`src/rtl/dma_rq_tag_scheduler.sv`:
```
// Splits one host-read descriptor into 4 KB-safe memory-read requests and
// tracks a completion tag per request. Optional tag timeout: DMA_TAG_TIMEOUT_EN.
module dma_rq_tag_scheduler #(
   parameter int unsigned C_WINDOW_SIZE           = 16,
   parameter int unsigned C_LOG2_MAX_READ_REQUEST = 9,
   parameter int unsigned C_TIMEOUT_CYCLES        = 65535
) (
   input  logic                        CLK,
   input  logic                        RST_N,
   input  logic                        DESC_TVALID,
   output logic                        DESC_TREADY,
   input  logic [63:0]                 DESC_ADDR,
   input  logic [20:0]                 DESC_BYTES,
   output logic                        DESC_DONE,
   output logic                        RQ_VALID,
   input  logic                        RQ_READY,
   output logic [63:0]                 RQ_ADDR,
   output logic [10:0]                 RQ_DWORDS,
   output logic [7:0]                  RQ_TAG,
   input  logic [63:0]                 CURRENT_WINDOW_SIZE,
   input  logic [C_WINDOW_SIZE-1:0]    COMPLETED_TAGS,
   output logic [C_WINDOW_SIZE-1:0]    BUSY_TAGS,
   output logic [C_WINDOW_SIZE*11-1:0] SIZE_TAGS,
   output logic [7:0]                  OUTSTANDING,
   output logic [C_WINDOW_SIZE-1:0]    TIMEOUT_TAGS
);

   if (C_WINDOW_SIZE < 1 || C_WINDOW_SIZE > 32 ||
       C_LOG2_MAX_READ_REQUEST < 7 || C_LOG2_MAX_READ_REQUEST > 12 ||
       C_TIMEOUT_CYCLES < 1 || C_TIMEOUT_CYCLES > 65535) begin : g_param_check
      $error("dma_rq_tag_scheduler: parameter out of range");
   end

   localparam logic [10:0] LP_MAX_DW = 11'(1 << (C_LOG2_MAX_READ_REQUEST - 2));

   typedef enum logic [1:0] {
      S_IDLE,
      S_ALLOC,
      S_ISSUE,
      S_WAIT_DRAIN
   } state_t;

   state_t                     r_state;
   state_t                     w_state_nxt;

   logic [63:0]                r_addr;
   logic [20:0]                r_rem;
   logic                       r_rq_valid;
   logic [63:0]                r_rq_addr;
   logic [10:0]                r_rq_dwords;
   logic [7:0]                 r_rq_tag;
   logic [C_WINDOW_SIZE-1:0]   r_busy;
   logic [10:0]                r_size [C_WINDOW_SIZE];
   logic [7:0]                 r_outstanding;
   logic                       r_done;

   logic                       w_desc_tready;
   logic                       w_desc_acc;
   logic                       w_alloc_go;
   logic                       w_issue_hs;
   logic                       w_last_chunk;
   logic                       w_drain_done;
   logic [5:0]                 w_lim;
   logic                       w_have_tag;
   logic [7:0]                 w_tag;
   logic [10:0]                w_bnd_dw;
   logic [10:0]                w_cap_dw;
   logic [18:0]                w_rem_dw;
   logic [10:0]                w_chunk_dw;
   logic [12:0]                w_rq_bytes;
   logic [C_WINDOW_SIZE-1:0]   w_set;
   logic [C_WINDOW_SIZE-1:0]   w_clr;
   logic [C_WINDOW_SIZE-1:0]   w_busy_nxt;
   logic [7:0]                 w_popcnt;

   // Window limit, with 0 treated as 1 and capped at the physical tag count
   always_comb begin
      if (CURRENT_WINDOW_SIZE == '0)
         w_lim = 6'd1;
      else if (CURRENT_WINDOW_SIZE > 64'(C_WINDOW_SIZE))
         w_lim = 6'(C_WINDOW_SIZE);
      else
         w_lim = CURRENT_WINDOW_SIZE[5:0];
   end

   always_comb begin
      w_have_tag = 1'b0;
      w_tag      = '0;
      for (int unsigned j = 0; j < C_WINDOW_SIZE; j++) begin
         if (!w_have_tag && (j < 32'(w_lim)) && !r_busy[j]) begin
            w_have_tag = 1'b1;
            w_tag      = 8'(j);
         end
      end
   end

   // Chunk sizing in dwords: remaining, max request, distance to 4 KB boundary
   always_comb begin
      w_bnd_dw   = 11'd1024 - {1'b0, r_addr[11:2]};
      w_cap_dw   = (w_bnd_dw < LP_MAX_DW) ? w_bnd_dw : LP_MAX_DW;
      w_rem_dw   = r_rem[20:2];
      w_chunk_dw = (w_rem_dw < 19'(w_cap_dw)) ? w_rem_dw[10:0] : w_cap_dw;
      w_rq_bytes = {r_rq_dwords, 2'b00};
   end

   // FSM output / control decode
   always_comb begin
      w_desc_tready = (r_state == S_IDLE);
      w_desc_acc    = w_desc_tready && DESC_TVALID;
      w_alloc_go    = (r_state == S_ALLOC) && w_have_tag;
      w_issue_hs    = (r_state == S_ISSUE) && RQ_READY;
      w_last_chunk  = (r_rem == 21'(w_rq_bytes));
      w_drain_done  = (r_state == S_WAIT_DRAIN) && (r_busy == '0);
   end

   always_comb begin
      w_state_nxt = r_state;
      case (r_state)
         S_IDLE:       if (DESC_TVALID) w_state_nxt = S_ALLOC;
         S_ALLOC:      if (w_have_tag) w_state_nxt = S_ISSUE;
         S_ISSUE:      if (RQ_READY) w_state_nxt = w_last_chunk ? S_WAIT_DRAIN : S_ALLOC;
         S_WAIT_DRAIN: if (r_busy == '0) w_state_nxt = S_IDLE;
         default:      w_state_nxt = S_IDLE;
      endcase
   end

   always_ff @(posedge CLK or negedge RST_N) begin
      if (!RST_N)
         r_state <= S_IDLE;
      else
         r_state <= w_state_nxt;
   end

   always_comb begin
      for (int unsigned j = 0; j < C_WINDOW_SIZE; j++)
         w_set[j] = w_issue_hs && (r_rq_tag == 8'(j));
   end

`ifdef DMA_TAG_TIMEOUT_EN
   localparam logic [15:0] LP_TO_LAST = 16'(C_TIMEOUT_CYCLES - 1);

   logic [15:0]              r_to_cnt [C_WINDOW_SIZE];
   logic [C_WINDOW_SIZE-1:0] r_timeout;
   logic [C_WINDOW_SIZE-1:0] w_to_fire;

   // A completion arriving on the expiry cycle wins over the timeout
   always_comb begin
      for (int unsigned j = 0; j < C_WINDOW_SIZE; j++)
         w_to_fire[j] = r_busy[j] && !COMPLETED_TAGS[j] && (r_to_cnt[j] == LP_TO_LAST);
   end

   always_ff @(posedge CLK or negedge RST_N) begin
      if (!RST_N) begin
         r_timeout <= '0;
         for (int unsigned j = 0; j < C_WINDOW_SIZE; j++)
            r_to_cnt[j] <= '0;
      end else begin
         r_timeout <= w_to_fire;
         for (int unsigned j = 0; j < C_WINDOW_SIZE; j++) begin
            if (w_set[j])
               r_to_cnt[j] <= '0;
            else if (r_busy[j])
               r_to_cnt[j] <= r_to_cnt[j] + 16'd1;
         end
      end
   end

   assign w_clr        = (COMPLETED_TAGS & r_busy) | w_to_fire;
   assign TIMEOUT_TAGS = r_timeout;
`else
   assign w_clr        = COMPLETED_TAGS & r_busy;
   assign TIMEOUT_TAGS = '0;
`endif

   always_comb begin
      w_busy_nxt = (r_busy & ~w_clr) | w_set;
      w_popcnt   = '0;
      for (int unsigned j = 0; j < C_WINDOW_SIZE; j++)
         w_popcnt = w_popcnt + 8'(w_busy_nxt[j]);
   end

   always_ff @(posedge CLK or negedge RST_N) begin
      if (!RST_N) begin
         r_addr        <= '0;
         r_rem         <= '0;
         r_rq_valid    <= 1'b0;
         r_rq_addr     <= '0;
         r_rq_dwords   <= '0;
         r_rq_tag      <= '0;
         r_busy        <= '0;
         r_outstanding <= '0;
         r_done        <= 1'b0;
         for (int unsigned j = 0; j < C_WINDOW_SIZE; j++)
            r_size[j] <= '0;
      end else begin
         r_done        <= w_drain_done;
         r_busy        <= w_busy_nxt;
         r_outstanding <= w_popcnt;
         if (w_desc_acc) begin
            r_addr <= DESC_ADDR;
            r_rem  <= (DESC_BYTES == '0) ? 21'h100000 : DESC_BYTES;
         end else if (w_issue_hs) begin
            r_addr <= r_addr + 64'(w_rq_bytes);
            r_rem  <= r_rem - 21'(w_rq_bytes);
         end
         if (w_alloc_go) begin
            r_rq_valid  <= 1'b1;
            r_rq_addr   <= r_addr;
            r_rq_dwords <= w_chunk_dw;
            r_rq_tag    <= w_tag;
         end else if (w_issue_hs) begin
            r_rq_valid  <= 1'b0;
         end
         for (int unsigned j = 0; j < C_WINDOW_SIZE; j++)
            if (w_set[j]) r_size[j] <= r_rq_dwords;
      end
   end

   for (genvar g = 0; g < C_WINDOW_SIZE; g++) begin : g_size
      assign SIZE_TAGS[11*g +: 11] = r_size[g];
   end

   assign DESC_TREADY = w_desc_tready;
   assign DESC_DONE   = r_done;
   assign RQ_VALID    = r_rq_valid;
   assign RQ_ADDR     = r_rq_addr;
   assign RQ_DWORDS   = r_rq_dwords;
   assign RQ_TAG      = r_rq_tag;
   assign BUSY_TAGS   = r_busy;
   assign OUTSTANDING = r_outstanding;

endmodule

```
`config.mk`:
```
export PLATFORM = sky130hd
export DESIGN_NAME = dma_rq_tag_scheduler
export DESIGN_NICKNAME = d
export VERILOG_FILES = /design/src/rtl/dma_rq_tag_scheduler.sv
export SDC_FILE = /design/constraint.sdc
export NUM_CORES = 1
export LEC_CHECK = 0
export CORE_MARGIN = 10
export CORE_UTILIZATION = 30
export DETAILED_ROUTE_END_ITERATION = 8
export GPL_TIMING_DRIVEN = 0
export MAX_ROUTING_LAYER = met4
export PLACE_DENSITY = 0.51
export SYNTH_ARGS = -nofsm -noshare
export SYNTH_HDL_FRONTEND = slang
export SYNTH_SLANG_ARGS = --single-unit
```
`constraint.sdc`:
```
create_clock -name CLK -period 7.25 [get_ports CLK]
set_input_delay 0.725 -clock CLK [delete_from_list [all_inputs] [get_ports CLK]]
set_output_delay 0.725 -clock CLK [all_outputs]
set_load 0.01 [all_outputs]
```
======== Word-level counts from Yosys, hierarchy flattened ========
Cells that the tools add are included.
storage, ports and cells
  register bits after elaboration ......... 372
  bits of input ports ..................... 169
  output and inout bits ................... 302
operators by class
  add/sub/neg operators ................... 18
  order comparisons ....................... 19
  equal/unequal tests ..................... 23
  multiplexer cells ....................... 48
  bitwise gates (word level) .............. 4
  reductions and logical operators ........ 90
operator list
  kind                                                 count
  two-way mux 64 bit                                   2
  two-way mux 8 bit                                    14
  adder 64 x 13 -> 64 bit                              1
  adder 8 x 1 -> 8 bit                                 8
  equality test 8 x 4 -> 1 bit, second input constant  8
  > comparator 64 x 5 -> 1 bit, second input constant  1
  logical NOT 64 bit                                   1
  two-way mux 21 bit                                   3
  logical AND 1 bit                                    51
  < comparator 4 x 6 -> 1 bit, first input constant    8
  AND 16 bit                                           2
  equality test 8 x 3 -> 1 bit, second input constant  4
  logical NOT 1 bit                                    31
  < comparator 3 x 6 -> 1 bit, first input constant    4
  two-way mux 11 bit                                   2
  equality test 21 x 13 -> 1 bit                       1
  logical NOT 21 bit                                   1
  subtractor 21 x 13 -> 21 bit                         1
  < comparator 19 x 11 -> 1 bit                        1
  two-way mux 1 bit                                    19
  equality test 8 x 2 -> 1 bit, second input constant  2
  logical NOT 16 bit                                   1
  NOT 16 bit                                           1
  OR 16 bit                                            1
  other kinds (23)                                     34

======== Depth between registers and ports, before layout ========
Gate-level depths: netlist (run 1).
  depth after elaboration ................. 68
  depth in mapped cells ................... 20
  mapped depth without buffers ............ 18

======== Worst setup path before layout (run 1) ========
No wires, ideal clock.
  path kind ............................... input-to-reg
  start ................................... in RQ_READY
  end ..................................... reg r_outstanding[4] (netlist: OUTSTANDING[4])
  library setup time ...................... 64 ps
  arrival time ............................ 4997 ps
  required time ........................... 7186 ps
  path slack .............................. 2189 ps
  cell stages on the path ................. 17
  buffers on the path ..................... 2
  cell sequence ........................... nand3_1 -> or3_1 -> clkbuf_1 -> nor3_1 -> clkbuf_1 -> o21bai_1 -> fa_1 -> fa_1 -> fa_1 -> inv_1 -> fa_1 -> inv_1 -> ha_1 -> inv_1 -> fa_1 -> nor2b_1 -> o21a_1
between the ends
  longest elaborated chain between the ends .. 18
ends and longest elaborated chain
  element                            line  RTL
  start: declaration                 16    input logic RQ_READY,
  logical AND 1 bit                  111   w_issue_hs = (r_state == S_ISSUE) && RQ_READY;
  logical AND 1 bit                  136   w_set[j] = w_issue_hs && (r_rq_tag == 8'(j));
  OR 16 bit                          176   w_busy_nxt = (r_busy & ~w_clr) | w_set;
  named net w_busy_nxt[0]            73    logic [C_WINDOW_SIZE-1:0] w_busy_nxt;
  adder 1 x 1 -> 2 bit               179   w_popcnt = w_popcnt + 8'(w_busy_nxt[j]);
  adder 2 x 1 -> 3 bit               179
  adder 3 x 1 -> 4 bit               179
  adder 4 x 1 -> 5 bit               179
  adder 5 x 1 -> 6 bit               179
  adder 6 x 1 -> 7 bit               179
  adder 7 x 1 -> 8 bit               179
  adder 8 x 1 -> 8 bit (8 in a row)  179
  named net w_popcnt[4]              74    logic [7:0] w_popcnt;
  end signal: assignment             198   r_outstanding <= w_popcnt;
  end: declaration                   54    logic [7:0] r_outstanding;
The timed path passes the listed nets, and every way through them passes these cells.
A chain may end at the register's enable or synchronous reset.

======== Worst setup path in the final report (run 1) ========
Ends and elaborated chain as after synthesis.

==> results of run 1 <==
==> sequential cells by signal, indices dropped and copies added, names as in the netlist <==
register and flops:
r_state 2, BUSY_TAGS 16, DESC_DONE 1, r_addr 64
SIZE_TAGS 176, RQ_VALID 1, RQ_TAG 4, r_rem 21
RQ_DWORDS 11, RQ_ADDR 64, OUTSTANDING 5
==> worst max path at each step <==
stage / from / endpoint / slack [ns] / cells after the start
detailed placement: RQ_READY / OUTSTANDING[4] / 0.30 / 18
finish: RQ_READY / OUTSTANDING[4] / 0.97 / 18
global placement: RST_N / RQ_ADDR[9] / -11.33 / 1
global route: RQ_READY / OUTSTANDING[4] / 0.63 / 18
floorplan: RQ_READY / OUTSTANDING[4] / 2.19 / 17
CTS: RQ_READY / OUTSTANDING[4] / 0.90 / 18
==> area by class of cell <==
type / count / area share
flip-flops and latches: 365 / 0.3697
multi-input cells: 1112 / 0.3135
repair buffers: 448 / 0.1838
clock buffers: 63 / 0.05110
well taps: 765 / 0.03874
plain buffers: 107 / 0.02163
inverters: 83 / 0.01261
clock inverters: 11 / 0.007040
diodes: 18 / 0.001823
==> worst max-delay path: stages <==
cell,delay [ns]
sky130_fd_sc_hd__clkdlybuf4s50_1,0.52
sky130_fd_sc_hd__nand3_1,0.37
sky130_fd_sc_hd__or3_1,0.44
sky130_fd_sc_hd__clkbuf_1,0.20
sky130_fd_sc_hd__nor3_1,0.57
sky130_fd_sc_hd__clkbuf_1,0.68
sky130_fd_sc_hd__o21bai_1,0.27
sky130_fd_sc_hd__fa_1,0.47
sky130_fd_sc_hd__fa_1,0.53
sky130_fd_sc_hd__fa_1,0.57
sky130_fd_sc_hd__inv_1,0.05
sky130_fd_sc_hd__fa_1,0.43
sky130_fd_sc_hd__inv_1,0.07
sky130_fd_sc_hd__ha_1,0.18
sky130_fd_sc_hd__inv_1,0.06
sky130_fd_sc_hd__fa_1,0.39
sky130_fd_sc_hd__nor2b_1,0.13
sky130_fd_sc_hd__o21a_1,0.12
==> power by group <==
part | internal, mW | switching (mW) | total, mW
clock network | 1.35 | 0.903 | 2.25
logic | 1.72 | 1.83 | 3.55
registers | 2.64 | 0.589 | 3.23
total | 5.71 | 3.32 | 9.03
==> kinds of logic after synthesis <==
| logic type | after synthesis |
|---|---|
| mux | 181 |
| simple gates | 485 |
| fa+ha+maj | 48 |
| xor+xnor | 19 |
| flops | 365 |
| compound gates | 355 |
| other cells | 2 |
| buf+inv | 190 |
==> through the flow <==
stage | worst slack [ns] | cell area, um2 | hold slack, ns | instances | power (mW)
finish | 0.9737 | 24700 | 0.09473 | 2972 | 9.035
global route | 0.6256 | 24700 | 0.1106 | 2971 | 9.575
CTS | 0.8993 | 24660 | 0.08213 | 2954 | 9.135
detailed placement | 0.2983 | 23220 | 0.4593 | 2880 | 6.839
global placement | -11.33 | 23140 | 0.4555 | 2877 | 6.793
floorplan | 2.189 | 17720 | 0.4294 | 1667 | 5.027
==> Yosys cell counts (all sizes together) (12+ instances only) <==
| master | instances |
|---|---|
| dfrtp | 365 |
| nand2 | 195 |
| mux2 | 168 |
| o21ai | 131 |
| inv | 80 |
| clkbuf | 68 |
| nor2 | 61 |
| nand3 | 59 |
| buf | 39 |
| a21oi | 37 |
| ha | 36 |
| a22oi | 31 |
| nor4 | 31 |
| o311ai | 29 |
| nor3 | 26 |
| o211ai | 22 |
| nand4 | 21 |
| or4 | 19 |
| and3 | 16 |
| a21o | 15 |
| or3 | 14 |
| mux2i | 13 |
| xnor2 | 13 |
| fa | 12 |
==> metal layers <==
metal | vias up | part of all wire | track usage | wire length, um
met5 | - | 0 | - | 0
met4 | 0 | 0.021 | 0.04892 | 1515
met3 | 105 | 0.067 | 0.05061 | 4821
met2 | 498 | 0.48 | 0.3410 | 34970
met1 | 7666 | 0.43 | 0.2522 | 30840
li1 | 6998 | - | - | -
==> impl_table.tex, run 1 <==
\begin{tabular}{lr}
\hline
Metric & Value \\
\hline
\multicolumn{2}{l}{\textbf{Critical path}} \\
Data arrival time of the worst path & 6.78 ns \\
Required time worst endpoint & 7.75 ns \\
Number of cell instances on the worst register-to-register path & 18 \\
R2r startpoint & r\_state[0] \\
Flop2flop setup slack & 1.01 ns \\
Largest fanout on the critical path & 10 \\
Crit. End Element & register \\
Critical path startpoint category & input port \\
CP Class & in2reg \\
R2R Path End & OUTSTANDING[4] \\
\multicolumn{2}{l}{\textbf{Cells and area}} \\
Seq. cell area & 9134 um2 \\
Utilization after layout & 0.4266 \\
Highest-count cells in the layout ignoring fill and taps & sky130\_fd\_sc\_hd\_\_clkdlybuf4s50\_1, sky130\_fd\_sc\_hd\_\_dfrtp\_1, sky130\_fd\_sc\_hd\_\_nand2\_1 \\
Commonest non-fill, non-tap cell in the layout & sky130\_fd\_sc\_hd\_\_clkdlybuf4s50\_1 \\
Number of nets in the finished design & 2377 \\
Area overhead of the layout relative to synthesis & 40.04\% \\
Number of fill cells in the layout & 5676 \\
Multi-input gate area & 7745 um2 \\
Share of post-route cells with drive strength above 1 & 0.1302 \\
\multicolumn{2}{l}{\textbf{GRT}} \\
Global-route wire length before repair & 106.6 mm \\
Initial antenna violation count & 19 \\
GRT Resource Usage Total & 0.2071 \\
Pin count of the biggest net entering global routing & 110 \\
Total grt overflow & 0 \\
Vias in the first global route & 15653 \\
\multicolumn{2}{l}{\textbf{Timing}} \\
Final setup violation count & 0 \\
Fmax & 0.1593 GHz \\
Tightest Pin Transition & 1.060 ns \\
Setup repair after global routing missed its margin & false \\
Shortest period the worst path allows & 6.276 ns \\
Number of hold violations in the final report & 0 \\
Max Slew Vio Count & 0 \\
Fraction of the cycle the final worst path needs & 0.8657 \\
Worst slew slack as a fraction of its limit & 0.2872 \\
Final setup TNS & 0 ns \\
Clk\_skew & 0.02913 ns \\
\multicolumn{2}{l}{\textbf{CTS}} \\
TritonCTS sink count & 365 \\
Clock slew seen by the registers of the worst setup and hold paths & 0.06 ns \\
Quantity of hold-fixing buffers added after cts & 0 \\
Post-cts repair resize count & 0 \\
Insertion delay to the later sink of the worst-skew pair & 0.58 ns \\
CTS H-tree depth & 2 \\
CTS tree & yes \\
Postcts setup bufs & 0 \\
Library cell used as clock root buffer & sky130\_fd\_sc\_hd\_\_clkbuf\_16 \\
Number of buffers created by CTS & 43 \\
Number of buffers on the longest clock path & 3 \\
\multicolumn{2}{l}{\textbf{Hold path}} \\
Classification of the worst-slack hold path & in2async \\
\multicolumn{2}{l}{\textbf{Yosys}} \\
Portion of the post-synthesis area used by sequential elements & 0.5177 \\
Compound-cell area share of the yosys netlist & 0.1336 \\
Synthesized area divided by synthesized cell count & 10.72 um2 \\
Async S/R FF share, synth & 1.000 \\
Area contributors post-synth & sky130\_fd\_sc\_hd\_\_dfrtp\_1, sky130\_fd\_sc\_hd\_\_mux2\_2, sky130\_fd\_sc\_hd\_\_nand2\_1, sky130\_fd\_sc\_hd\_\_o21ai\_0, sky130\_fd\_sc\_hd\_\_ha\_1 \\
Portion of netlist area occupied by mux cells & 0.1176 \\
Post-synthesis simple-gate area fraction & 0.1341 \\
Fraction of synthesized cell area taken by the top area cell type & 0.5177 \\
Synth Area in XOR/XNOR & 0.009433 \\
Flops \& latches, synth & 365 \\
Number of enable flip-flop cells after synthesis & 0 \\
Unique cell type count in the Yosys netlist & 70 \\
Post-synthesis cell type with the largest combined area & sky130\_fd\_sc\_hd\_\_dfrtp\_1 \\
Synthesized area & 17640 um2 \\
Main combinational cell family by area after synthesis & simple AND/OR/NAND/NOR gates \\
Arithmetic-cell share of the synthesized area counting full adders, half adders and majority gates & 0.03915 \\
Synth Instances & 1645 \\
Yosys warning total & 0 \\
Most used flip-flop cell after synthesis & sky130\_fd\_sc\_hd\_\_dfrtp\_1 \\
\multicolumn{2}{l}{\textbf{Pwr}} \\
Leakage component of the power & 10.60 nW \\
P per Cell Area & 365.7 nW/um2 \\
Highest ir drop seen on vdd & 0.1838 mV \\
\multicolumn{2}{l}{\textbf{Placement}} \\
GPL Wtd Cong & 0.8740 \\
Number of input and output port buffers inserted & 445 \\
Placed wire-length estimate & 55.90 mm \\
\multicolumn{2}{l}{\textbf{Flow run}} \\
Number of max-capacitance violations reported & 0 \\
\multicolumn{2}{l}{\textbf{Die}} \\
Row Count & 88 \\
Height of the die & 262.5 um \\
X dimension of the die & 262.5 um \\
Floorplan Core Area & 57920 um2 \\
I/O pin count & 471 \\
Total die area & 68910 um2 \\
Starting density of the core & 0.3046 \\
\multicolumn{2}{l}{\textbf{Route}} \\
Drt first pass iters & 5 \\
Per-cell via count in the routed design & 5.137 \\
Remaining DRCs & 0 \\
Final wirelength & 72.14 mm \\
Number of DRC markers after the initial detailed-route iteration & 951 \\
Routed length per instance & 24.27 um \\
Total number of vias & 15267 \\
Remaining antenna violation count after routing & 0 \\
\multicolumn{2}{l}{\textbf{Outcome}} \\
Outcome & completed \\
\hline
\end{tabular}
(Power assumes the default switching activity.)
==> run 2, diff against run 1 <==
- ABC_AREA: unset -> 1
- CORE_MARGIN: 10 -> unset
- PLACE_DENSITY: 0.51 -> 0.5
==> run 2 against run 1 <==
Effect of this change: global-route usage rose by 2.5 points; cell count rose by 19%; sequential share of layout area fell by 1.8 points; first-iteration DRC count rose by 8.8%; utilization fell by 0.60 points; maximum frequency rose by 20%; sequential power fell by 6%; sequential cell count did not move; total power fell by 0.19%; clock power rose by 3%; critical path type unchanged; largest power group unchanged; highest routed layer unchanged.
==> impl_table.tex, run 2 <==
\begin{tabular}{lr}
\hline
Metric & Value \\
\hline
\multicolumn{2}{l}{\textbf{Outcome}} \\
Outcome & completed (unchanged) \\
\multicolumn{2}{l}{\textbf{Yosys}} \\
Most used flip-flop cell after synthesis & sky130\_fd\_sc\_hd\_\_dfrtp\_1 (unchanged) \\
Top post-synthesis cells by count & sky130\_fd\_sc\_hd\_\_nand2\_1, sky130\_fd\_sc\_hd\_\_dfrtp\_1, sky130\_fd\_sc\_hd\_\_inv\_1, sky130\_fd\_sc\_hd\_\_o21ai\_0, sky130\_fd\_sc\_hd\_\_nor2\_1 (was sky130\_fd\_sc\_hd\_\_dfrtp\_1, sky130\_fd\_sc\_hd\_\_nand2\_1, sky130\_fd\_sc\_hd\_\_mux2\_2, sky130\_fd\_sc\_hd\_\_o21ai\_0, sky130\_fd\_sc\_hd\_\_inv\_1) \\
Number of enable flip-flop cells after synthesis & 0 (unchanged) \\
Post-synthesis cell type with the largest combined area & sky130\_fd\_sc\_hd\_\_dfrtp\_1 (unchanged) \\
Synth Instances & 2153 (was 1645) \\
Portion of the post-synthesis area used by sequential elements & 0.4862 (was 0.5177) \\
Synthesized area & 18780 um2 (was 17640 um2) \\
Flops \& latches, synth & 365 (unchanged) \\
Yosys warning total & 0 (unchanged) \\
Area contributors post-synth & sky130\_fd\_sc\_hd\_\_dfrtp\_1, sky130\_fd\_sc\_hd\_\_nand2\_1, sky130\_fd\_sc\_hd\_\_o21ai\_0, sky130\_fd\_sc\_hd\_\_inv\_1, sky130\_fd\_sc\_hd\_\_nand2\_4 (was sky130\_fd\_sc\_hd\_\_dfrtp\_1, sky130\_fd\_sc\_hd\_\_mux2\_2, sky130\_fd\_sc\_hd\_\_nand2\_1, sky130\_fd\_sc\_hd\_\_o21ai\_0, sky130\_fd\_sc\_hd\_\_ha\_1) \\
Synthesized area divided by synthesized cell count & 8.725 um2 (was 10.72 um2) \\
Leading cell type by number of instances after synthesis & sky130\_fd\_sc\_hd\_\_nand2\_1 (was sky130\_fd\_sc\_hd\_\_dfrtp\_1) \\
Fraction of synthesized cell area taken by the top area cell type & 0.4862 (was 0.5177) \\
Async S/R FF share, synth & 1.000 (unchanged) \\
Unique cell type count in the Yosys netlist & 53 (was 70) \\
\multicolumn{2}{l}{\textbf{Cells and area}} \\
Final cell count without fillers & 3551 (was 2972) \\
Commonest non-fill, non-tap cell in the layout & sky130\_fd\_sc\_hd\_\_nand2\_1 (was sky130\_fd\_sc\_hd\_\_clkdlybuf4s50\_1) \\
Number of nets in the finished design & 2889 (was 2377) \\
Largest register FFs & 176 (unchanged) \\
Utilization after layout & 0.4205 (was 0.4266) \\
Area overhead of the layout relative to synthesis & 38.41\% (was 40.04\%) \\
Share of post-route cells with drive strength above 1 & 0.09752 (was 0.1302) \\
Highest-count cells in the layout ignoring fill and taps & sky130\_fd\_sc\_hd\_\_nand2\_1, sky130\_fd\_sc\_hd\_\_clkdlybuf4s50\_1, sky130\_fd\_sc\_hd\_\_dfrtp\_1 (was sky130\_fd\_sc\_hd\_\_clkdlybuf4s50\_1, sky130\_fd\_sc\_hd\_\_dfrtp\_1, sky130\_fd\_sc\_hd\_\_nand2\_1) \\
\multicolumn{2}{l}{\textbf{Hold path}} \\
Classification of the worst-slack hold path & in2async (unchanged) \\
\multicolumn{2}{l}{\textbf{CTS}} \\
Post-cts repair resize count & 0 (unchanged) \\
Postcts setup bufs & 0 (unchanged) \\
Clock slew seen by the registers of the worst setup and hold paths & 0.05 ns (was 0.06 ns) \\
CTS H-tree depth & 2 (unchanged) \\
Library cell used as clock root buffer & sky130\_fd\_sc\_hd\_\_clkbuf\_16 (unchanged) \\
Insertion delay to the later sink of the worst-skew pair & 0.59 ns (was 0.58 ns) \\
Number of buffers created by CTS & 45 (was 43) \\
TritonCTS sink count & 365 (unchanged) \\
Quantity of hold-fixing buffers added after cts & 0 (unchanged) \\
CTS tree & yes (unchanged) \\
Number of buffers on the longest clock path & 3 (unchanged) \\
\multicolumn{2}{l}{\textbf{Critical path}} \\
Crit. End Element & register (unchanged) \\
CP Class & in2reg (unchanged) \\
R2r startpoint & r\_state[1] (was r\_state[0]) \\
Required time worst endpoint & 7.74 ns (was 7.75 ns) \\
R2R Path End & OUTSTANDING[4] (unchanged) \\
Largest fanout on the critical path & 10 (unchanged) \\
Crit path max-delay family & adder cells (unchanged) \\
Sum of buffers and inverters on the critical path & 5 (was 6) \\
Maximum single-stage delay on the critical path & 0.54 ns (was 0.68 ns) \\
Data arrival time of the worst path & 5.71 ns (was 6.78 ns) \\
Flop2flop setup slack & 2.04 ns (was 1.01 ns) \\
Max stage delay cell, worst path & sky130\_fd\_sc\_hd\_\_fa\_1 (was sky130\_fd\_sc\_hd\_\_clkbuf\_1) \\
Chain of cells forming the critical path & clkdlybuf4s50\_1 -> nand2\_1 -> nor3\_1 -> nand3\_1 -> clkbuf\_1 -> o21ai\_0 -> fa\_1 -> fa\_1 -> fa\_1 -> inv\_1 -> fa\_1 -> inv\_1 -> ha\_1 -> inv\_1 -> fa\_1 -> o21ai\_0 (was clkdlybuf4s50\_1 -> nand3\_1 -> or3\_1 -> clkbuf\_1 -> nor3\_1 -> clkbuf\_1 -> o21bai\_1 -> fa\_1 -> fa\_1 -> fa\_1 -> inv\_1 -> fa\_1 -> inv\_1 -> ha\_1 -> inv\_1 -> fa\_1 -> nor2b\_1 -> o21a\_1) \\
Critical path startpoint category & input port (unchanged) \\
Most frequent CP cell & sky130\_fd\_sc\_hd\_\_fa\_1 (unchanged) \\
Number of cell instances on the worst register-to-register path & 17 (was 18) \\
\multicolumn{2}{l}{\textbf{Die}} \\
X dimension of the die & 252.2 um (was 262.5 um) \\
Floorplan Core Area & 61830 um2 (was 57920 um2) \\
I/O pin count & 471 (unchanged) \\
Starting density of the core & 0.3038 (was 0.3046) \\
Height of the die & 252.2 um (was 262.5 um) \\
Total die area & 63620 um2 (was 68910 um2) \\
Row Count & 91 (was 88) \\
\multicolumn{2}{l}{\textbf{Pwr}} \\
Leakage component of the power & 11.21 nW (was 10.60 nW) \\
Highest ir drop seen on vdd & 0.1758 mV (was 0.1838 mV) \\
Overall Power & 9.018 mW (was 9.035 mW) \\
P per Cell Area & 346.8 nW/um2 (was 365.7 nW/um2) \\
\multicolumn{2}{l}{\textbf{Route}} \\
Remaining antenna violation count after routing & 0 (unchanged) \\
Per-cell via count in the routed design & 4.758 (was 5.137) \\
Total number of vias & 16897 (was 15267) \\
Remaining DRCs & 0 (unchanged) \\
Drt first pass iters & 7 (was 5) \\
Number of DRC markers after the initial detailed-route iteration & 1035 (was 951) \\
Final wirelength & 72.23 mm (was 72.14 mm) \\
Routed length per instance & 20.34 um (was 24.27 um) \\
\multicolumn{2}{l}{\textbf{Timing}} \\
Shortest period the worst path allows & 5.227 ns (was 6.276 ns) \\
Fmax & 0.1913 GHz (was 0.1593 GHz) \\
Tightest Pin Transition & 1.086 ns (was 1.060 ns) \\
Number of hold violations in the final report & 0 (unchanged) \\
Max Slew Vio Count & 0 (unchanged) \\
Hold\_ws & 0.02872 ns (was 0.09473 ns) \\
Setup repair after global routing missed its margin & false (unchanged) \\
Fraction of the cycle the final worst path needs & 0.7210 (was 0.8657) \\
Clk\_skew & 0.03125 ns (was 0.02913 ns) \\
Final setup violation count & 0 (unchanged) \\
Worst slew slack as a fraction of its limit & 0.2692 (was 0.2872) \\
Fin worst setup slack & 2.023 ns (was 0.9737 ns) \\
\multicolumn{2}{l}{\textbf{GRT}} \\
Pin count of the biggest net entering global routing & 117 (was 110) \\
Total grt overflow & 0 (unchanged) \\
Initial antenna violation count & 7 (was 19) \\
Vias in the first global route & 16909 (was 15653) \\
Global-route wire length before repair & 107.6 mm (was 106.6 mm) \\
GRT Resource Usage Total & 0.2324 (was 0.2071) \\
\multicolumn{2}{l}{\textbf{Placement}} \\
Number of input and output port buffers inserted & 447 (was 445) \\
GPL Wtd Cong & 0.9121 (was 0.8740) \\
Worst setup slack after placement & 1.401 ns (was 0.2983 ns) \\
Placed wire-length estimate & 55.62 mm (was 55.90 mm) \\
Post-placement cell count & 3462 (was 2880) \\
\multicolumn{2}{l}{\textbf{Flow run}} \\
Number of max-capacitance violations reported & 0 (unchanged) \\
\hline
\end{tabular}
[run 2: cell count changes after synthesis, moves of 62 or more]
cell / delta
sky130_fd_sc_hd__inv_1: +160
sky130_fd_sc_hd__mux2_2: -154
sky130_fd_sc_hd__nand2_1: +291
sky130_fd_sc_hd__nand2_4: +62
sky130_fd_sc_hd__nor2_1: +90
sky130_fd_sc_hd__o21ai_0: +109
[run 2: how the worst max path moves through the flow]
stage                          start             end  cells past startpoint
after global placement         RST_N     RQ_ADDR[29]                      1
after floorplan             RQ_READY  OUTSTANDING[2]                     15
after detailed placement    RQ_READY  OUTSTANDING[4]                     19
final                       RQ_READY  OUTSTANDING[4]                     16
after global routing      r_state[1]  OUTSTANDING[4]                     17
after CTS                   RQ_READY  OUTSTANDING[4]                     19
[run 2: cells by family (layout without fill, tap and decap cells)]
| logic type | count (synthesis) | in the layout | share of synthesized area |
|---|---|---|---|
| and+or+nand+nor | 878 | 878 | 0.2208 |
| other | 2 | 31 | 0.0003998 |
| buffers and inverters | 357 | 889 | 0.08293 |
| AOI/OAI and AO/OA | 444 | 444 | 0.1453 |
| xor gates and xnor gates | 59 | 59 | 0.02751 |
| adders and majority gates | 48 | 48 | 0.03677 |
| DFF | 365 | 365 | 0.4862 |
[run 2: through the flow]
stage	cell area, um2	TNS [ns]
finish	26000	0
global route	26000	0
CTS	25980	0
detailed placement	24480	0
global placement	24390	-4142.38
floorplan	18870	0
[run 2: routing by layer]
| metal | wire (um) | GRT usage | vias to the layer above |
|---|---|---|---|
| li1 | - | - | 8084 |
| met1 | 31760 | 0.2977 | 8200 |
| met2 | 35080 | 0.3832 | 531 |
| met3 | 4029 | 0.04068 | 82 |
| met4 | 1349 | 0.05039 | 0 |
| met5 | 0 | - | - |
[run 2: area by class of cell]
type	count	area, um2
clock buffer	65	1321
sequential	365	9134
multi-input combinational	1453	8175
fill	6204	35830
tap	837	1047
timing repair buffer	450	4562
buffer	111	634.4
inverter	246	923.4
clock inverter	17	185.2
antenna	7	17.52
[run 2: power breakdown]
group / total, mW / internal (mW) / switching (mW) / leakage [nW]
clock: 2.31 / 1.37 / 0.939 / 0.734
combinational: 3.66 / 1.49 / 2.17 / 5.64
sequential: 3.04 / 2.56 / 0.489 / 4.84
total: 9.02 / 5.42 / 3.59 / 11.2
[run 2: worst reg2reg max path: cells and delay by family (launching register included)]
family                   cells  cell delay (ns)
AO/OA/AOI/OAI                2             0.40
adder cells (fa/ha/maj)      6             2.56
buffers and inverters        5             0.56
flip-flops                   1             0.40
AND/OR/NAND/NOR              4             1.21
==> run 3, diff against run 2 <==
- clock period: 7.25 -> 5.4 ns (I/O delays scaled with it)
==> run 3 against run 2 <==
Effect of this change: setup slack worse by 1.5 ns; global-route usage unchanged; register-to-register slack worse by 1.6 ns; first-iteration DRC count down 1.7%; clock-buffer cell count unchanged; sequential power up 35%; clock power up 34%; largest power group unchanged; highest routed layer unchanged.
==> impl_table.tex, run 3 (same netlist as run 2, synthesis figures left out) <==
\begin{tabular}{lr}
\hline
Metric & Value \\
\hline
\multicolumn{2}{l}{\textbf{Cells and area}} \\
Area overhead of the layout relative to synthesis & 38.57\% (was 38.41\%) \\
Multi-input gate area & 8183 um2 (was 8175 um2) \\
Largest register FFs & 176 (unchanged) \\
Highest-count cells in the layout ignoring fill and taps & sky130\_fd\_sc\_hd\_\_nand2\_1, sky130\_fd\_sc\_hd\_\_clkdlybuf4s50\_1, sky130\_fd\_sc\_hd\_\_dfrtp\_1 (unchanged) \\
Utilization after layout & 0.4210 (was 0.4205) \\
Number of nets in the finished design & 2891 (was 2889) \\
Commonest non-fill, non-tap cell in the layout & sky130\_fd\_sc\_hd\_\_nand2\_1 (unchanged) \\
Share of post-route cells with drive strength above 1 & 0.09893 (was 0.09752) \\
Seq. cell area & 9134 um2 (unchanged) \\
Cell area after layout & 26030 um2 (was 26000 um2) \\
Number of fill cells in the layout & 6205 (was 6204) \\
\multicolumn{2}{l}{\textbf{Pwr}} \\
Sequential Power Share & 0.338 (about the same) \\
P per Cell Area & 465.2 nW/um2 (was 346.8 nW/um2) \\
Internal power component & 7.283 mW (was 5.423 mW) \\
Switching portion of total power & 0.3985 (was 0.3986) \\
Logic pwr share & 0.406 (about the same) \\
NetSw & 4.825 mW (was 3.595 mW) \\
Clk network pwr share & 0.256 (was 0.257) \\
Leakage component of the power & 11.22 nW (was 11.21 nW) \\
Highest ir drop seen on vdd & 0.2360 mV (was 0.1758 mV) \\
\multicolumn{2}{l}{\textbf{GRT}} \\
Global routing usage on met3 & 0.04068 (unchanged) \\
GRT Resource Usage Total & 0.2324 (unchanged) \\
Pin count of the biggest net entering global routing & 117 (unchanged) \\
Most heavily used metal layer in global routing & met2 (unchanged) \\
Vias in the first global route & 16909 (unchanged) \\
Initial antenna violation count & 7 (unchanged) \\
GR Layer Usage met2 & 0.3832 (unchanged) \\
Global Route met1 Usage & 0.2977 (unchanged) \\
Global-route wire length before repair & 107.6 mm (unchanged) \\
Total grt overflow & 0 (unchanged) \\
\multicolumn{2}{l}{\textbf{Timing}} \\
Fin worst setup slack & 0.4734 ns (was 2.023 ns) \\
Fraction of the cycle the final worst path needs & 0.9123 \\
Number of hold violations in the final report & 0 (unchanged) \\
Final setup violation count & 0 (unchanged) \\
Shortest period the worst path allows & 4.927 ns \\
Tightest Pin Transition & 1.087 ns (was 1.086 ns) \\
Fmax & 0.2030 GHz \\
Worst slew slack as a fraction of its limit & 0.2688 (was 0.2692) \\
Clk\_skew & 0.02997 ns (was 0.03125 ns) \\
Final setup TNS & 0 ns (unchanged) \\
Max Slew Vio Count & 0 (unchanged) \\
Setup repair after global routing missed its margin & false (unchanged) \\
Hold\_ws & 0.4398 ns (was 0.02872 ns) \\
\multicolumn{2}{l}{\textbf{Route}} \\
Total number of vias & 16880 (was 16897) \\
Routed length per instance & 20.33 um (was 20.34 um) \\
Remaining antenna violation count after routing & 0 (unchanged) \\
Remaining DRCs & 0 (unchanged) \\
Number of DRC markers after the initial detailed-route iteration & 1017 (was 1035) \\
Final wirelength & 72.25 mm (was 72.23 mm) \\
Per-cell via count in the routed design & 4.751 (was 4.758) \\
Drt first pass iters & 7 (unchanged) \\
\multicolumn{2}{l}{\textbf{Critical path}} \\
CP Class & reg2reg (was in2reg) \\
R2r startpoint & r\_state[1] (unchanged) \\
R2R Path End & OUTSTANDING[4] (unchanged) \\
Data arrival time of the worst path & 5.41 ns (was 5.71 ns) \\
Most frequent CP cell & sky130\_fd\_sc\_hd\_\_fa\_1 (unchanged) \\
Flop2flop setup slack & 0.47 ns (was 2.04 ns) \\
Chain of cells forming the critical path & inv\_1 -> nor2\_1 -> nand2\_2 -> nor3\_2 -> nand3\_1 -> clkbuf\_1 -> o21ai\_0 -> fa\_1 -> fa\_1 -> fa\_1 -> inv\_1 -> fa\_1 -> inv\_1 -> ha\_1 -> inv\_1 -> fa\_1 -> o21ai\_0 (was clkdlybuf4s50\_1 -> nand2\_1 -> nor3\_1 -> nand3\_1 -> clkbuf\_1 -> o21ai\_0 -> fa\_1 -> fa\_1 -> fa\_1 -> inv\_1 -> fa\_1 -> inv\_1 -> ha\_1 -> inv\_1 -> fa\_1 -> o21ai\_0) \\
Max stage delay cell, worst path & sky130\_fd\_sc\_hd\_\_fa\_1 (unchanged) \\
Largest fanout on the critical path & 10 (unchanged) \\
Critical path startpoint category & register (was input port) \\
Maximum single-stage delay on the critical path & 0.54 ns (about the same) \\
Number of cell instances on the worst register-to-register path & 17 (unchanged) \\
Crit. End Element & register (unchanged) \\
Required time worst endpoint & 5.89 ns (was 7.74 ns) \\
\multicolumn{2}{l}{\textbf{CTS}} \\
Number of buffers on the longest clock path & 3 (unchanged) \\
CTS tree & yes (unchanged) \\
Library cell used as clock root buffer & sky130\_fd\_sc\_hd\_\_clkbuf\_16 (unchanged) \\
CTS H-tree depth & 2 (unchanged) \\
Clock slew seen by the registers of the worst setup and hold paths & 0.06 ns (was 0.05 ns) \\
Number of buffers created by CTS & 45 (unchanged) \\
TritonCTS sink count & 365 (unchanged) \\
Insertion delay to the later sink of the worst-skew pair & 0.59 ns (about the same) \\
\multicolumn{2}{l}{\textbf{Placement}} \\
Worst setup slack after placement & -0.2638 ns (was 1.401 ns) \\
Number of input and output port buffers inserted & 447 (unchanged) \\
Total placed instance area & 24480 um2 (unchanged) \\
GPL Wtd Cong & 0.9121 (unchanged) \\
Placed wire-length estimate & 55.62 mm (unchanged) \\
\multicolumn{2}{l}{\textbf{Die}} \\
Row Count & 91 (unchanged) \\
Starting density of the core & 0.3038 (unchanged) \\
Total die area & 63620 um2 (unchanged) \\
Height of the die & 252.2 um (unchanged) \\
I/O pin count & 471 (unchanged) \\
X dimension of the die & 252.2 um (unchanged) \\
Floorplan Core Area & 61830 um2 (unchanged) \\
\multicolumn{2}{l}{\textbf{Outcome}} \\
Outcome & completed (unchanged) \\
\multicolumn{2}{l}{\textbf{Hold path}} \\
Classification of the worst-slack hold path & in2async (unchanged) \\
\multicolumn{2}{l}{\textbf{Flow run}} \\
Number of max-capacitance violations reported & 0 (unchanged) \\
\hline
\end{tabular}
run 3: changes by cell type in the layout (fill, tap and decap cells not counted), sizes merged:
cell | before | now
clkinvlp | 4 | 5
buf | 46 | 47
dlygate4sd3 | 0 | 1
clkinv | 9 | 8
run 3: cell type report:
class	count	area share
multi-input cells	1453	0.3144
well taps	837	0.04023
plain buffers	111	0.02437
clock buffers	65	0.05076
diodes	7	0.0006730
repair buffers	452	0.1759
clock inverters	17	0.007114
inverters	246	0.03562
flip-flops and latches	365	0.3509
run 3: timing repair:
action / 4_1_cts / 5_1_grt
hold buffers: 1 / 0
hold endpoints to repair: 34 / 0
gates resized for setup: 0 / 3
setup endpoints to repair: 0 / 3
buffers inserted: 0 / 1
run 3: critical path: cells and delay by family (launching register included):
kind	cells	cell delay, ns
flops	1	0.40
fa+ha+maj	6	2.56
buf+inv	5	0.56
simple gates	4	0.93
compound gates	2	0.40
run 3: how the worst max path moves through the flow:
stage / startpoint / end / cells past startpoint
2_1_floorplan: r_state[1] / OUTSTANDING[2] / 17
3_3_place_gp: RST_N / RQ_ADDR[29] / 1
3_5_place_dp: RQ_READY / OUTSTANDING[4] / 19
4_1_cts: r_state[1] / OUTSTANDING[4] / 20
5_1_grt: RQ_DWORDS[1] / r_addr[50] / 22
6_report: r_state[1] / OUTSTANDING[4] / 17
run 3: stage by stage:
| step | std cells | power, mW |
|---|---|---|
| finish | 3553 | 12.11 |
| global route | 3553 | 12.92 |
| CTS | 3545 | 12.24 |
| detailed placement | 3462 | 9.074 |
| global placement | 3459 | 9.011 |
| floorplan | 2175 | 6.946 |
run 3: power by group through the flow:
stage | sequential (mW) | clock [mW] | combinational (mW)
global route | 4.18 | 3.27 | 5.46
detailed placement | 4.13 | 0 | 4.95
global placement | 4.13 | 0 | 4.88
CTS | 4.09 | 3.17 | 4.98
finish | 4.09 | 3.10 | 4.92
floorplan | 4.13 | 0 | 2.82
run 3: per-layer routing:
metal  vias to the layer above  routed length, um
li1                       8082                  -
met1                      8220              31770
met2                       500              35170
met3                        78               4008
met4                         0               1297
met5                         -                  0
